--- src/rtl/serie_paralelo.sv ---
// Receive-side serial-to-parallel converter.
// Finds byte alignment on the idle comma, locks after a run of aligned
// commas, then rebuilds MSB-first bytes with a valid flag and a byte strobe.
module serie_paralelo #(
   parameter logic [7:0]  COMMA      = 8'hBC,
   parameter int unsigned LOCK_COUNT = 4
) (
   input  logic       clk_8f,
   input  logic       reset,
   input  logic       data_in,
   output logic [7:0] data_out,
   output logic       valid_out,
   output logic       byte_strobe,
   output logic       active
);

   localparam int unsigned BYTE_W = 8;
   localparam int unsigned CNT_W  = 3;
   localparam int unsigned CCNT_W = 4;
   localparam logic [CCNT_W-1:0] LOCK_N   = CCNT_W'(LOCK_COUNT);
   localparam logic [CNT_W-1:0]  LAST_BIT = CNT_W'(BYTE_W - 1);

   typedef enum logic [1:0] {
      SEARCH = 2'd0,
      ALIGN  = 2'd1,
      ACTIVE = 2'd2
   } state_t;

   state_t              state;
   state_t              state_n;
   // Only the seven most recent bits are kept; the eighth is data_in itself.
   logic [BYTE_W-2:0]   hist;
   logic [CNT_W-1:0]    cnt;
   logic [CNT_W-1:0]    cnt_n;
   logic [CCNT_W-1:0]   commas;
   logic [CCNT_W-1:0]   commas_n;
   logic [BYTE_W-1:0]   data_n;
   logic                valid_n;
   logic                strobe_n;

   logic [BYTE_W-1:0]   nxt;
   logic                is_comma;
   logic                boundary;

   // Byte completed by the bit sampled at this edge.
   assign nxt      = {hist, data_in};
   assign is_comma = (nxt == COMMA);
   assign boundary = (cnt == LAST_BIT);

   // State, counters and registered outputs.
   always_ff @(posedge clk_8f or posedge reset) begin
      if (reset) begin
         state       <= SEARCH;
         hist        <= '0;
         cnt         <= '0;
         commas      <= '0;
         data_out    <= '0;
         valid_out   <= 1'b0;
         byte_strobe <= 1'b0;
         active      <= 1'b0;
      end else begin
         state       <= state_n;
         hist        <= nxt[BYTE_W-2:0];
         cnt         <= cnt_n;
         commas      <= commas_n;
         data_out    <= data_n;
         valid_out   <= valid_n;
         byte_strobe <= strobe_n;
         active      <= (state_n == ACTIVE);
      end
   end

   // Next-state, counter and output decode.
   always_comb begin
      state_n  = state;
      cnt_n    = cnt;
      commas_n = commas;
      data_n   = data_out;
      valid_n  = valid_out;
      strobe_n = 1'b0;

      case (state)
         SEARCH: begin
            // Hunt for a comma at any bit offset; the match fixes the phase.
            if (is_comma) begin
               cnt_n    = '0;
               commas_n = CCNT_W'(1);
               state_n  = (LOCK_N == CCNT_W'(1)) ? ACTIVE : ALIGN;
            end
         end

         ALIGN: begin
            cnt_n = cnt + CNT_W'(1);
            if (boundary) begin
               if (is_comma) begin
                  if ((commas + CCNT_W'(1)) >= LOCK_N) begin
                     commas_n = LOCK_N;
                     state_n  = ACTIVE;
                  end else begin
                     commas_n = commas + CCNT_W'(1);
                  end
               end else begin
                  // Broken run: restart the hunt from the next edge.
                  commas_n = '0;
                  state_n  = SEARCH;
               end
            end
         end

         ACTIVE: begin
            // Phase is fixed for good; only reset leaves this state.
            cnt_n = cnt + CNT_W'(1);
            if (boundary) begin
               strobe_n = 1'b1;
               if (is_comma) begin
                  valid_n = 1'b0;
               end else begin
                  data_n  = nxt;
                  valid_n = 1'b1;
               end
            end
         end

         default: begin
            state_n = SEARCH;
         end
      endcase
   end

endmodule

--- config.mk ---
export PLATFORM = sky130hd
export DESIGN_NAME = serie_paralelo
export DESIGN_NICKNAME = d
export VERILOG_FILES = /design/src/rtl/serie_paralelo.sv
export SDC_FILE = /design/constraint.sdc
export NUM_CORES = 1
export LEC_CHECK = 0
export ABC_CLOCK_PERIOD_IN_PS = 1600
export BUFFER_PORTS_ARGS = -buffer_cell sky130_fd_sc_hd__buf_4
export CAP_MARGIN = 10
export CORE_ASPECT_RATIO = 0.9
export CORE_MARGIN = 2
export CORE_UTILIZATION = 51
export DETAILED_ROUTE_END_ITERATION = 16
export GPL_TIMING_DRIVEN = 0
export MAX_ROUTING_LAYER = met4
export PLACE_DENSITY = 0.74
export SLEW_MARGIN = 20
export SYNTH_ARGS = -nofsm -noshare
export SYNTH_HDL_FRONTEND = slang
export SYNTH_SLANG_ARGS = --single-unit
--- constraint.sdc ---
create_clock -name clk_8f -period 1.6 [get_ports clk_8f]
set_clock_uncertainty 0.2 [all_clocks]
set_input_delay 0.32 -clock clk_8f [delete_from_list [all_inputs] [get_ports clk_8f]]
set_output_delay 0.32 -clock clk_8f [all_outputs]
set_load 0.05 [all_outputs]
Yosys cells after proc, flatten, opt, wreduce, memory -nomap -nowiden
Index checks and enable logic that the tools add are counted.

word-level totals
  register bits after elaboration = 27

cells by class
  add/sub/neg operators = 2
  $lt $le $gt $ge = 1
  equality and inequality tests = 7
  mux-type cells = 15
  bitwise logic cells = 1
  reduce and logical (&&, ||, !) cells = 8

operators with widths
  operator               number
  $mux W4                4
  $eq A8 B8 Y1 const B   1
  $mux W2                4
  $pmux W4 S2            1
  $pmux W2 S3            1
  $pmux W3 S2            1
  $reduce_and A3 Y1      2
  $add A4 B1 Y4 const B  1
  $eq A2 B2 Y1 const B   2
  $ge A4 B3 Y1 const B   1
  $ne A2 B2 Y1 const B   2
  $reduce_and A2 Y1      2
  $reduce_bool A2 Y1     2
  $add A3 B1 Y3 const B  1
  $eq A3 B3 Y1 const B   1
  $mux W1                3
  $mux W3                1
  $eq A2 B1 Y1 const B   1
  $logic_not A2 Y1       1
  $reduce_or A2 Y1       1
  $not A1 Y1             1

Logic depth before layout (Yosys ltp)
  depth after elaboration = 7
  depth in mapped cells = 7
  mapped depth without buffers = 6

Worst setup path after synthesis
Ideal clock, no wire load.

  path type = register -> register
  start = reg cnt[0]
  end = reg data_out[0]
  library setup time = 0.125 ns
  arrival = 1.388 ns
  setup slack = -0.113 ns
  stages on the path, launching flop included = 6
  clock period less this slack = 1.713 ns
  path through = dfrtp_1 -> ha_1 -> ha_1 -> nand2_1 -> nor2_4 -> mux2_2

between the ends
  cells in the longest elaborated chain, start to end = 2

ends and longest elaborated chain
  what                                line  RTL
  start: declaration                  33    logic [CNT_W-1:0] cnt;
  start signal: assignment            64    cnt <= cnt_n;
  $eq A3 B3 Y1                        48    assign boundary = (cnt == LAST_BIT);
  $reduce_and A3 Y1 (no source line)  n/a
  end signal: assignment              66    data_out <= data_n;
  end: declaration                    11    output logic [7:0] data_out,

No other way between the ends.
A chain may end at the register's enable or synchronous reset.

Final worst setup path
  start = reg state[0]
  end = reg active

between the ends
  cells in the longest elaborated chain, start to end = 5

ends and longest elaborated chain
  what                      line  RTL
  start: declaration        29    state_t state;
  start signal: assignment  62    state <= state_n;
  $mux W2                   96    if ((commas + CCNT_W'(1)) >= LOCK_N) begin
  $mux W2                   95    if (is_comma) begin
  $mux W2                   94    if (boundary) begin
  $pmux W2 S3 (*)           82    case (state)
  $eq A2 B2 Y1 (*)          69    active <= (state_n == ACTIVE);
  end signal: assignment    69
  end: declaration          14    output logic active

Mark *: on every way between the ends. The rest lies on a longest branch, timed or not.

==> results by group <==
Power and ir drop
  • Proportion of total power due to net switching: 0.288
  • Internal Power: 0.968 mW
  • Switching power: 0.391 mW
  • Max VDD drop: 774 uV
  • Clock power frac: 0.242
  • Logic gate share of total power: 0.196
  • Leak: 0.843 nW
  • Sequential share of power: 0.562
  • Pwr dens: 760 nW/um^2

Yosys
  • Syn_nets: 112
  • Yosys warnings: 0
  • Cell count after synthesis: 101
  • Post-synth EDFFs: 0
  • Yosys top cell area share: 0.530
  • Sequential area share after synthesis: 0.530
  • Avg Cell Area, Syn: 12.6 um^2
  • Post-synth top cells: dfrtp_1 (27), ha_1 (8), inv_1 (8), mux2_2 (8), nand2_1 (6)
  • Predominant post-synthesis flop cell: dfrtp_1
  • Yosys cell types: 35
  • Most common cell in the netlist: dfrtp_1
  • Dominant cells by area after synthesis: dfrtp_1 (53%), ha_1 (7.9%), mux2_2 (7.1%)
  • Mapped Area: 1270 um^2
  • Post-synthesis async set-or-reset flop share: 1.00
  • Synth area leader: dfrtp_1
  • Yosys reg bits: 27

Floorplanning
  • Die Wd: 56.7 um
  • Std cell rows: 17
  • Core area: 2400 um^2
  • IO Pins: 14
  • Die ar.: between 2000 and 3000 um^2
  • Die H: 51.4 um
  • Starting Density: 0.530

CTS
  • Worst-skew pair later-pin latency: 0.34 ns
  • CTS tree: done
  • CTS Root Cell: clkbuf_4
  • CTS buffer count: 3
  • Number of H-tree levels: 1
  • Longest Clk Path Bufs: 2
  • Clk sink count: 27
  • Worst-path clk slew: about 0.16 ns

Routing
  • DRC: 0
  • Drt pass-1 iters: 4
  • Drt total wl: 2.75 mm
  • Routed wire per std cell: around 17 um
  • DR vias: 943
  • Vias per cell: roughly 5.7
  • Iter 0 DRT Violations: just under 50
  • Antenna Nets Post-Route: 0

Flow run
  • Max capacitance violation total: 0

Setup path
  • WP data arrival: 1.78 ns
  • Critical path class: flop to flop
  • CP required: 1.64 ns
  • Crit end category: flop
  • Max FO, Critical Path: 8
  • Crit start category: flop

GRT
  • Largest net degree at the start of global routing: 28
  • Initial antenna violation count: 0
  • Tot GR Track Use: 0.194
  • Grt ovf: 0
  • First-pass GRT wire length: between 4 and 5 mm
  • Vias in the first global route: 928

Timing
  • Period utilization: 1.09
  • FMAX: 575 MHz
  • Setup slack after layout: -0.140 ns
  • Slew Viols, Final: 0
  • Slew headroom: 0.630
  • RSZ-0062 raised after global routing: true
  • Hold WS: roughly 0.27 ns
  • Min Clock Period, post-route: 1.74 ns
  • Final setup violation count: 17
  • Worst-Margin Slew: 0.555 ns
  • Final hold vios: 0

Finish
  • Fillers: 156
  • Register Area: ~680 um^2
  • Area Growth Syn to Fin: 40.4%
  • Post-route core utilization: 0.744
  • Nets: 150
  • ANT cells: 0
  • Area of the multi-input gates: 729 um^2
  • Layout cells sized above 1: 0.522

Place
  • DPL Wire Length: 1.65 mm
  • Setup WS pre-CTS: -0.310 ns
  • Buffers on Ports: 13
  • RePlAce Congestion: 0.784

Outcome
  • Failing checks: setup timing
  • Status: finished with violations

Min path
  • HP Class: flop to flop
-- per-stage QoR --
| stage | std cells | TNS [ns] | total power, mW | cell area (um^2) |
|---|---|---|---|---|
| after floorplan | 101 | -0.550 | 0.915 | 1330 |
| after global placement | 142 | -1.95 | 0.946 | 1460 |
| after detailed placement | 142 | -2.64 | 0.961 | 1460 |
| after CTS | 159 | -1.44 | 1.34 | 1670 |
| after global routing | 166 | -2.58 | 1.43 | 1790 |
| final | 166 | -1.64 | 1.36 | 1790 |
-- power groups by stage --
| stage | clock network [mW] | logic, mW | registers, mW |
|---|---|---|---|
| after floorplan | 0 | 0.138 | 0.777 |
| after global placement | 0 | 0.170 | 0.776 |
| final | 0.329 | 0.266 | 0.764 |
| after CTS | 0.329 | 0.242 | 0.764 |
| after detailed placement | 0 | 0.180 | 0.781 |
| after global routing | 0.365 | 0.294 | 0.769 |
-- worst paths after layout --
path	cells past startpoint	slack, ns	from	to
min	0	0.27	hist[3]$_DFF_PP0_	hist[4]$_DFF_PP0_
max in group asynchronous	3	0.45	reset	state[1]$_DFF_PP0_
max reg2reg	6	-0.14	state[0]$_DFF_PP0_	active$_DFF_PP0_
max	6	-0.14	state[0]$_DFF_PP0_	active$_DFF_PP0_
min in group asynchronous	3	0.36	reset	active$_DFF_PP0_
min reg2reg	0	0.27	hist[3]$_DFF_PP0_	hist[4]$_DFF_PP0_
-- per-layer routing --
metal | track usage | routed length, um | share of wire
met1 | 0.243 | 1270 | 0.46
met2 | 0.318 | 1380 | 0.50
met4 | 0.0595 | 22 | 0.0080
met5 | - | 0 | 0
met3 | 0.0430 | 81 | 0.029
-- timing repair --
action,4_1_cts,5_1_grt
gates resized for setup,14,14
pin swaps,10,8
hold endpoints to repair,1,28
hold buffers,1,2
setup buffers,12,5
setup endpoints to repair,17,19
-- registers in the layout, summed over array words and instances (netlist names) --
signal       flops
state            2
byte_strobe      1
active           1
data_out         8
hist             7
cnt              3
commas           4
valid_out        1
-- worst max-delay path, stage by stage (launching register included) --
cell       delay (ns)
dfrtp_1          0.47
inv_2            0.15
ha_4             0.24
inv_1            0.09
nor3_2           0.28
a21oi_2          0.06
a2bb2oi_1        0.14
-- layout by cell type, fill, tap and decap left out, drive strengths merged, types with 3 or more instances in the layout --
cell          n
buf          30
dfrtp        27
mux2          9
inv           9
ha            8
nand2         6
nor3          5
nor2          5
o21ai         5
clkbuf        4
dlygate4sd3   3
-- cell type report --
class / count / area share
Clock buffer: 3 / 0.0126
Buffer: 1 / 0.00770
Clock inverter: 1 / 0.00490
Sequential cell: 27 / 0.379
Inverter: 8 / 0.0168
Timing Repair Buffer: 33 / 0.152
Tap cell: 28 / 0.0196
Multi-Input combinational cell: 65 / 0.408
-- cells by family (layout without fill, tap and decap cells) --
| family | count (synthesis) | after routing | synth area share |
|---|---|---|---|
| fa+ha+maj | 8 | 8 | 0.0786 |
| mux | 11 | 11 | 0.0982 |
| buf+inv | 9 | 46 | 0.0265 |
| compound gates | 20 | 20 | 0.125 |
| simple gates | 26 | 26 | 0.141 |
| flops | 27 | 27 | 0.530 |
(Power assumes the default switching activity.)
